**config.mk**
```make
export PLATFORM = sky130hd
export DESIGN_NAME = uart_rx_ctrl
export DESIGN_NICKNAME = d
export VERILOG_FILES = /design/src/rtl/uart_rx_ctrl.sv
export SDC_FILE = /design/constraint.sdc
export NUM_CORES = 1
export LEC_CHECK = 0
export ABC_CLOCK_PERIOD_IN_PS = 2300
export CAP_MARGIN = 15
export CORE_MARGIN = 2
export CORE_UTILIZATION = 50
export DETAILED_ROUTE_END_ITERATION = 8
export GPL_ROUTABILITY_DRIVEN = 0
export PLACE_DENSITY = 0.85
export SLEW_MARGIN = 10
export SYNTH_ARGS = -nofsm -noshare
export SYNTH_HDL_FRONTEND = slang
export SYNTH_SLANG_ARGS = --single-unit
export TNS_END_PERCENT = 1
```
**constraint.sdc**
```tcl
create_clock -name clk -period 2.3 [get_ports clk]
set_clock_uncertainty 0.05 [all_clocks]
set_input_delay 0.46 -clock clk [delete_from_list [all_inputs] [get_ports clk]]
set_output_delay 0.46 -clock clk [all_outputs]
set_load 0.01 [all_outputs]
```
**src/rtl/uart_rx_ctrl.sv**
```systemverilog
// uart_rx_ctrl -- receive-side sequencer for the UART.
//
// Finds the start edge on the serial line, runs the datapath bit timer, and
// strobes the rx shift register once per data/parity bit. It checks the stop
// bits, tracks an all-zero (break) frame, and issues a one-cycle done at the
// end of each frame.
//
// Optional build macro:
//   UART_RX_START_CHECK_EN  reject a start bit whose mid-sample is 1
//                           (pulses false_start, returns to IDLE).
//
// Ports:
//   clk, rst        system clock, synchronous active-high reset
//   rx_enable       CSR receiver enable, only looked at in IDLE
//   rx              raw asynchronous serial line
//   rx_bit          datapath mid-bit sample, valid with wait_bit_done
//   wait_bit_done   end-of-bit pulse from the datapath timer
//   data_bits       CSR data bit count (5..8, anything else means 8)
//   parity_en       CSR parity bit present
//   two_stop        CSR two stop bits
//   wait_bit_en     timer enable
//   wait_bit_rst_n  timer clear, active low
//   shift_bits      one-cycle shift strobe per data/parity bit
//   done            one-cycle frame-complete strobe
//   busy            frame in progress
//   framing_error   with done: a stop bit sampled 0
//   break_detect    with done: every sample of the frame was 0
//   false_start     start bit rejected (0 unless UART_RX_START_CHECK_EN)
module uart_rx_ctrl #(
    parameter int unsigned DATA_BITS_W = 4
) (
    input  logic                   clk,
    input  logic                   rst,
    input  logic                   rx_enable,
    input  logic                   rx,
    input  logic                   rx_bit,
    input  logic                   wait_bit_done,
    input  logic [DATA_BITS_W-1:0] data_bits,
    input  logic                   parity_en,
    input  logic                   two_stop,
    output logic                   wait_bit_en,
    output logic                   wait_bit_rst_n,
    output logic                   shift_bits,
    output logic                   done,
    output logic                   busy,
    output logic                   framing_error,
    output logic                   break_detect,
    output logic                   false_start
);

    typedef enum logic [2:0] {
        S_IDLE,
        S_START,
        S_DATA,
        S_PARITY,
        S_STOP1,
        S_STOP2,
        S_FINISH
    } state_t;

    state_t     state_q, state_d;
    logic       rx_meta, rx_s, rx_s_d;
    logic       rx_fall;
    logic [2:0] bit_cnt_q, bit_cnt_d;
    logic [2:0] last_bit_q, last_bit_d;
    logic       par_q, par_d;
    logic       two_q, two_d;
    logic       stop_err_q, stop_err_d;
    logic       all_zero_q, all_zero_d;
    logic       shift_d, done_d, fe_d, brk_d, fs_d;
    logic       data_bits_legal;

    // Synchronizer flops reset to the idle (mark) level so reset itself
    // never looks like a start edge.
    always_ff @(posedge clk) begin
        if (rst) begin
            rx_meta <= 1'b1;
            rx_s    <= 1'b1;
            rx_s_d  <= 1'b1;
        end else begin
            rx_meta <= rx;
            rx_s    <= rx_meta;
            rx_s_d  <= rx_s;
        end
    end

    assign rx_fall = rx_s_d & ~rx_s;

    assign data_bits_legal = (data_bits >= DATA_BITS_W'(5)) &&
                             (data_bits <= DATA_BITS_W'(8));

    always_comb begin
        state_d    = state_q;
        bit_cnt_d  = bit_cnt_q;
        last_bit_d = last_bit_q;
        par_d      = par_q;
        two_d      = two_q;
        stop_err_d = stop_err_q;
        all_zero_d = all_zero_q;
        shift_d    = 1'b0;
        done_d     = 1'b0;
        fe_d       = 1'b0;
        brk_d      = 1'b0;
        fs_d       = 1'b0;

        // Any 1 sample anywhere in the frame rules out a break.
        if (state_q != S_IDLE && wait_bit_done && rx_bit) begin
            all_zero_d = 1'b0;
        end

        unique case (state_q)
            S_IDLE: begin
                if (rx_enable && rx_fall) begin
                    state_d    = S_START;
                    // Index of the final data bit; 8 bits wraps to 3'd7.
                    last_bit_d = data_bits_legal ? (data_bits[2:0] - 3'd1) : 3'd7;
                    par_d      = parity_en;
                    two_d      = two_stop;
                    stop_err_d = 1'b0;
                    all_zero_d = 1'b1;
                end
            end
            S_START: begin
                if (wait_bit_done) begin
`ifdef UART_RX_START_CHECK_EN
                    if (rx_bit) begin
                        fs_d    = 1'b1;
                        state_d = S_IDLE;
                    end else begin
                        state_d   = S_DATA;
                        bit_cnt_d = 3'd0;
                    end
`else
                    state_d   = S_DATA;
                    bit_cnt_d = 3'd0;
`endif
                end
            end
            S_DATA: begin
                if (wait_bit_done) begin
                    shift_d   = 1'b1;
                    bit_cnt_d = bit_cnt_q + 3'd1;
                    if (bit_cnt_q == last_bit_q) begin
                        state_d = par_q ? S_PARITY : S_STOP1;
                    end
                end
            end
            S_PARITY: begin
                if (wait_bit_done) begin
                    shift_d = 1'b1;
                    state_d = S_STOP1;
                end
            end
            S_STOP1: begin
                if (wait_bit_done) begin
                    stop_err_d = ~rx_bit;
                    if (two_q) begin
                        state_d = S_STOP2;
                    end else begin
                        // Strobes are registered, so they land in FINISH.
                        state_d = S_FINISH;
                        done_d  = 1'b1;
                        fe_d    = ~rx_bit;
                        brk_d   = all_zero_q & ~rx_bit;
                    end
                end
            end
            S_STOP2: begin
                if (wait_bit_done) begin
                    stop_err_d = stop_err_q | ~rx_bit;
                    state_d    = S_FINISH;
                    done_d     = 1'b1;
                    fe_d       = stop_err_q | ~rx_bit;
                    brk_d      = all_zero_q & ~rx_bit;
                end
            end
            S_FINISH: begin
                state_d = S_IDLE;
            end
            default: begin
                state_d = S_IDLE;
            end
        endcase
    end

    always_ff @(posedge clk) begin
        if (rst) begin
            state_q       <= S_IDLE;
            bit_cnt_q     <= '0;
            last_bit_q    <= '0;
            par_q         <= 1'b0;
            two_q         <= 1'b0;
            stop_err_q    <= 1'b0;
            all_zero_q    <= 1'b0;
            shift_bits    <= 1'b0;
            done          <= 1'b0;
            framing_error <= 1'b0;
            break_detect  <= 1'b0;
            false_start   <= 1'b0;
        end else begin
            state_q       <= state_d;
            bit_cnt_q     <= bit_cnt_d;
            last_bit_q    <= last_bit_d;
            par_q         <= par_d;
            two_q         <= two_d;
            stop_err_q    <= stop_err_d;
            all_zero_q    <= all_zero_d;
            shift_bits    <= shift_d;
            done          <= done_d;
            framing_error <= fe_d;
            break_detect  <= brk_d;
            false_start   <= fs_d;
        end
    end

    assign busy           = (state_q != S_IDLE);
    assign wait_bit_en    = busy;
    assign wait_bit_rst_n = busy;

endmodule

```
# After elaboration in Yosys (flattened, before gate mapping)
# Index checks and enable logic that the tools add are counted.
# word_totals
mem_bits_rw	0
inputBits	12
rom_bits	0
reg_bits	20
memories	0
out_inout_bits	8
latchBits	0
# op_classes
order_cmp	2
reduce_logical	14
shifts	0
n_bitwise	6
n_div	0
eq_ne	13
add_sub_neg	2
n_mul	0
n_mux	33
# ops
cell	n
3-bit two-way mux	11
3-bit one-hot mux with 6 select lines	1
1-bit two-way mux	15
2-bit != test (second input constant)	7
7-bit AND reduction	1
3-bit by 2-bit equality test with 1-bit output (second input constant)	2
3-bit equality test (second input constant)	2
1-bit one-hot mux with 2 select lines	3
3-bit one-hot mux with 2 select lines	1
3-bit nonzero test	2
4-bit by 3-bit greater-or-equal comparator with 1-bit output (second input constant)	1
4-bit less-or-equal comparator (second input constant)	1
1-bit logical AND	4
4-bit AND reduction	1
2-bit OR reduction	2
3-bit by 1-bit adder with 3-bit output (second input constant)	1
3-bit by 1-bit equality test with 1-bit output (second input constant)	1
3-bit equality test	1
3-bit zero test	1
1-bit inverter	3
1-bit one-hot mux with 3 select lines	1
3-bit AND reduction	1
3-bit by 1-bit subtractor with 3-bit output (second input constant)	1
1-bit bitwise AND	2
4 further kinds	4

# Longest topological paths before layout
# depth
depth_word	6
depth_mapped	6
mapped_depth_nobuf	6

# Worst setup path before layout
# No wires, ideal clock.
# synth_timing
kind	reg-to-reg
startpoint	reg state_q[1]
endpoint	reg state_q[2]
stages_incl_launch_ff	6
n_path_buf	1
synth_period_minus_slack_ns	1.679
arrival_time_ns	1.562
setup_slack_ns	0.621
cell_sequence	dfxtp_1 -> or3_1 -> buf_2 -> mux2_4 -> a2111o_1 -> a21oi_2
# synth_between
elab_chain_len	3
# synth_lines
element	line_no	text
from (decl)	61	state_t state_q, state_d;
from (signal assigned)	201	state_q <= state_d;
3-bit by 2-bit equality test with 1-bit output (tied with other cells)	111	unique case (state_q)
2-bit != test (no line)	-	
7-bit AND reduction (no line)	-	
# Parallel ways exist; a longest one is shown, timed or not.
# A chain may end at the register's enable or synchronous reset.

# Worst setup path in the final report
# layout_timing
startpoint	reg state_q[0]
endpoint	out wait_bit_en
# layout_between
elab_chain_len	1
# layout_lines
element	line_no	text
3-bit nonzero test	216	assign busy = (state_q != S_IDLE);
to (decl)	41	output logic wait_bit_en,
# No other way between the ends.

==> reports/metrics.yaml <==
clock_tree:
  clk_pin_slew_ps: 120
  hold_buffers: 0
  htree_levels: 1
  cts_buffers: 3
  cts_tree: "built"
  clkLatencyLatePin_ps: 310
  ctsResizeCount: 1
  clock_path_buffers: 2
  postCtsSetupBuffers: 0
  ctsRootBufferMaster: "clkbuf_4"
  cts_sinks: 20
global_route:
  groute.usage.overall_pct: 19.5
  grt_max_degree: 16
  grt_pass1_wl_um: 3610
  antenna_found_initial: 0
  overflow: 0
  grt_pass1_vias: 817
setup_path:
  crit_chain: "or3_4, clkdlybuf4s50_1"
  slowest_stage: "clkdlybuf4s50_1"
  critical_path.max_stage_delay_ps: 500
  critPathTopFamily: "buffers and inverters"
  worstSetupEndpoint: "wait_bit_en"
  arrival_ps: 1730
  path_class: "reg2out"
  r2r_end: "last_bit_q[0]"
  cp.buffers_inverters: 1
  startpoint_type: "flop"
  reg2reg_depth: 4
  reg2reg_slack_ps: 520
  r2r-start: "state_q[0]"
  crit_fanout: 12
  startpoint: "state_q[0]"
  cp_num_cells: 2
  cp-end-kind: "output pin"
  cp.required_ps: 1790
power:
  clkPwrFrac_pct: 35.5
  switching_share_pct: 24.6
  p_leak_nw: 0.460
  p_switching_uw: 202
  seqPwrFrac_pct: 45.3
  power.internal_uw: 619
  power.density_mw_per_mm2: 660
  total_power_uw: 821
  vdd_drop_max_mv: 0.448
  power_frac_comb_pct: 19.2
yosys:
  postSynthAreaPerCell_um2: 8.52
  dominantRegCellSynth: "dfxtp_1"
  synth_edf_count: 0
  async_flop_share_pct: 0
  ys_warn_count: 0
  ys_seq_area_share_pct: 39.5
  synth.distinct_cells: 40
  synth_area_mm2: 0.00101
  ys_seq_elements: 20
  syn_inst: 119
  syn_nets: 134
cells_and_area:
  largestRegisters: "bit_cnt_q x3, last_bit_q x3, state_q x3"
  syn_to_final_growth_pct: 22.8
  design_area_mm2: 0.00124
  n_antenna_cell: 0
  num-nets-final: 148
  drive_gt1_share_pct: 9.09
route:
  wl_per_cell_um: 12.6
  remaining_drc_errors: 0
  wl_um: 2010
  drt_first_pass_iters: 4
  ant_nets: 0
  detail_route.vias_per_cell: 5.47
  via_count: 870
  drtIter0Drc: 23
timing:
  rsz0062_at_grt: "no"
  max_freq_ghz: 0.447
  hold_viol: 0
  fin_tns_setup_ps: 0
  setup_viol: 0
  period_minus_slack_ps: 2240
  worst_hold_slack_ps: 379
  period_share_pct: 97.3
  finalWorstSetupSlack_ps: 62.8
  slew_violations: 0
worst_hold_path:
  hp-class: "reg2reg"
outcome:
  status: "finished, final reports clean"
floorplan:
  die_h_um: 49.0
  dieArea_mm2: 0.00240
  ios: 20
  core_area_mm2: 0.00194
  die_x_um: 49.0
  std_cell_rows: 16
  initial_utilization_pct: 52.2
placed_design:
  placed_area_mm2: 0.00119
  dpl.hpwl_um: 1450
  io_buffer_count: 18
  dp_slack_ps: 313
run:
  drv_cap: 0
[worst min-delay path by stage]
stage / from / endpoint / slack [ps] / cells after the start
final: rx_meta / rx_s / 380 / 1
after global routing: rx_meta / rx_s / 400 / 1
after CTS: rx_meta / rx_s / 380 / 1
after detailed placement: rx_meta / rx_s / 350 / 1
after global placement: rx_meta / rx_s / 340 / 1
after floorplan: rx_meta / rx_s / 340 / 1
[routing by layer]
layer / part of all wire, % / track usage, %
met2: 52 / 31.7
met5: 0 / 0
met1: 44 / 24.7
met3: 3.7 / 4.60
met4: 0 / 8.57
[Yosys cell counts (2+ instances only)]
cell | instances | share of area (%)
a221oi_1 | 3 | 2.6
a21oi_1 | 9 | 4.4
a31oi_1 | 2 | 1.2
nor2b_1 | 4 | 2.5
or2_2 | 3 | 1.9
ha_1 | 3 | 3.7
nand2_1 | 5 | 1.9
mux2i_1 | 2 | 2.0
buf_2 | 2 | 0.99
inv_1 | 8 | 3.0
nand3b_1 | 3 | 2.2
o21ai_0 | 6 | 3.0
xnor2_1 | 3 | 2.6
nand2b_1 | 4 | 2.5
dfxtp_1 | 20 | 40
nor3_1 | 4 | 2.0
buf_4 | 3 | 2.2
nor2_1 | 6 | 2.2
clkbuf_1 | 6 | 2.2
o22ai_1 | 3 | 1.9
[power by group through the flow]
| stage | sequential [mW] | combinational, mW | clock [mW] |
|---|---|---|---|
| 4_1_cts | 0.371 | 0.158 | 0.293 |
| 2_1_floorplan | 0.374 | 0.107 | 0 |
| 3_5_place_dp | 0.379 | 0.154 | 0 |
| 3_3_place_gp | 0.378 | 0.149 | 0 |
| 5_1_grt | 0.374 | 0.172 | 0.310 |
| 6_report | 0.372 | 0.158 | 0.291 |
[worst register-to-register path, cell delays in order (launching register included)]
cell and delay (ps):
dfxtp_1 440, or3_4 470, or2_1 380, a21oi_1 210, a221oi_1 100
[final cells by class]
class | count | area [um^2]
Fill cell | 176 | 697
Multi-Input combinational cell | 80 | 533
Sequential cell | 20 | 400
Timing Repair Buffer | 20 | 195
Tap cell | 27 | 33.8
Clock inverter | 1 | 30.0
Inverter | 8 | 30.0
Clock buffer | 3 | 22.5
[cells by family after synthesis]
logic type,share of synthesized area (%)
adder cells (fa/ha/maj),3.70
buffers and inverters,8.39
other,0.370
AND/OR/NAND/NOR,19.8
AO/OA/AOI/OAI,22.2
flip-flops,39.5
XOR/XNOR,2.59
multiplexers,3.46
[layout by cell type, fill, tap and decap left out, drive strengths merged, types with 4 or more instances in the layout]
cell type      Yosys  layout
dfxtp             20      20
clkdlybuf4s50      0      18
a21oi             10      10
inv                8       8
o21ai              6       6
nor2               6       6
nand2              5       5
nand2b             4       4
nor3               4       4
nor2b              4       4
or2                4       4
[through the flow]
step / std cells / util [%]
2_1_floorplan: 119 / -
3_3_place_gp: 155 / 61.1
3_5_place_dp: 155 / 61.1
4_1_cts: 159 / 64.1
5_1_grt: 159 / 64.1
6_report: 159 / 64.1
Power figures use the tool's default switching activity.
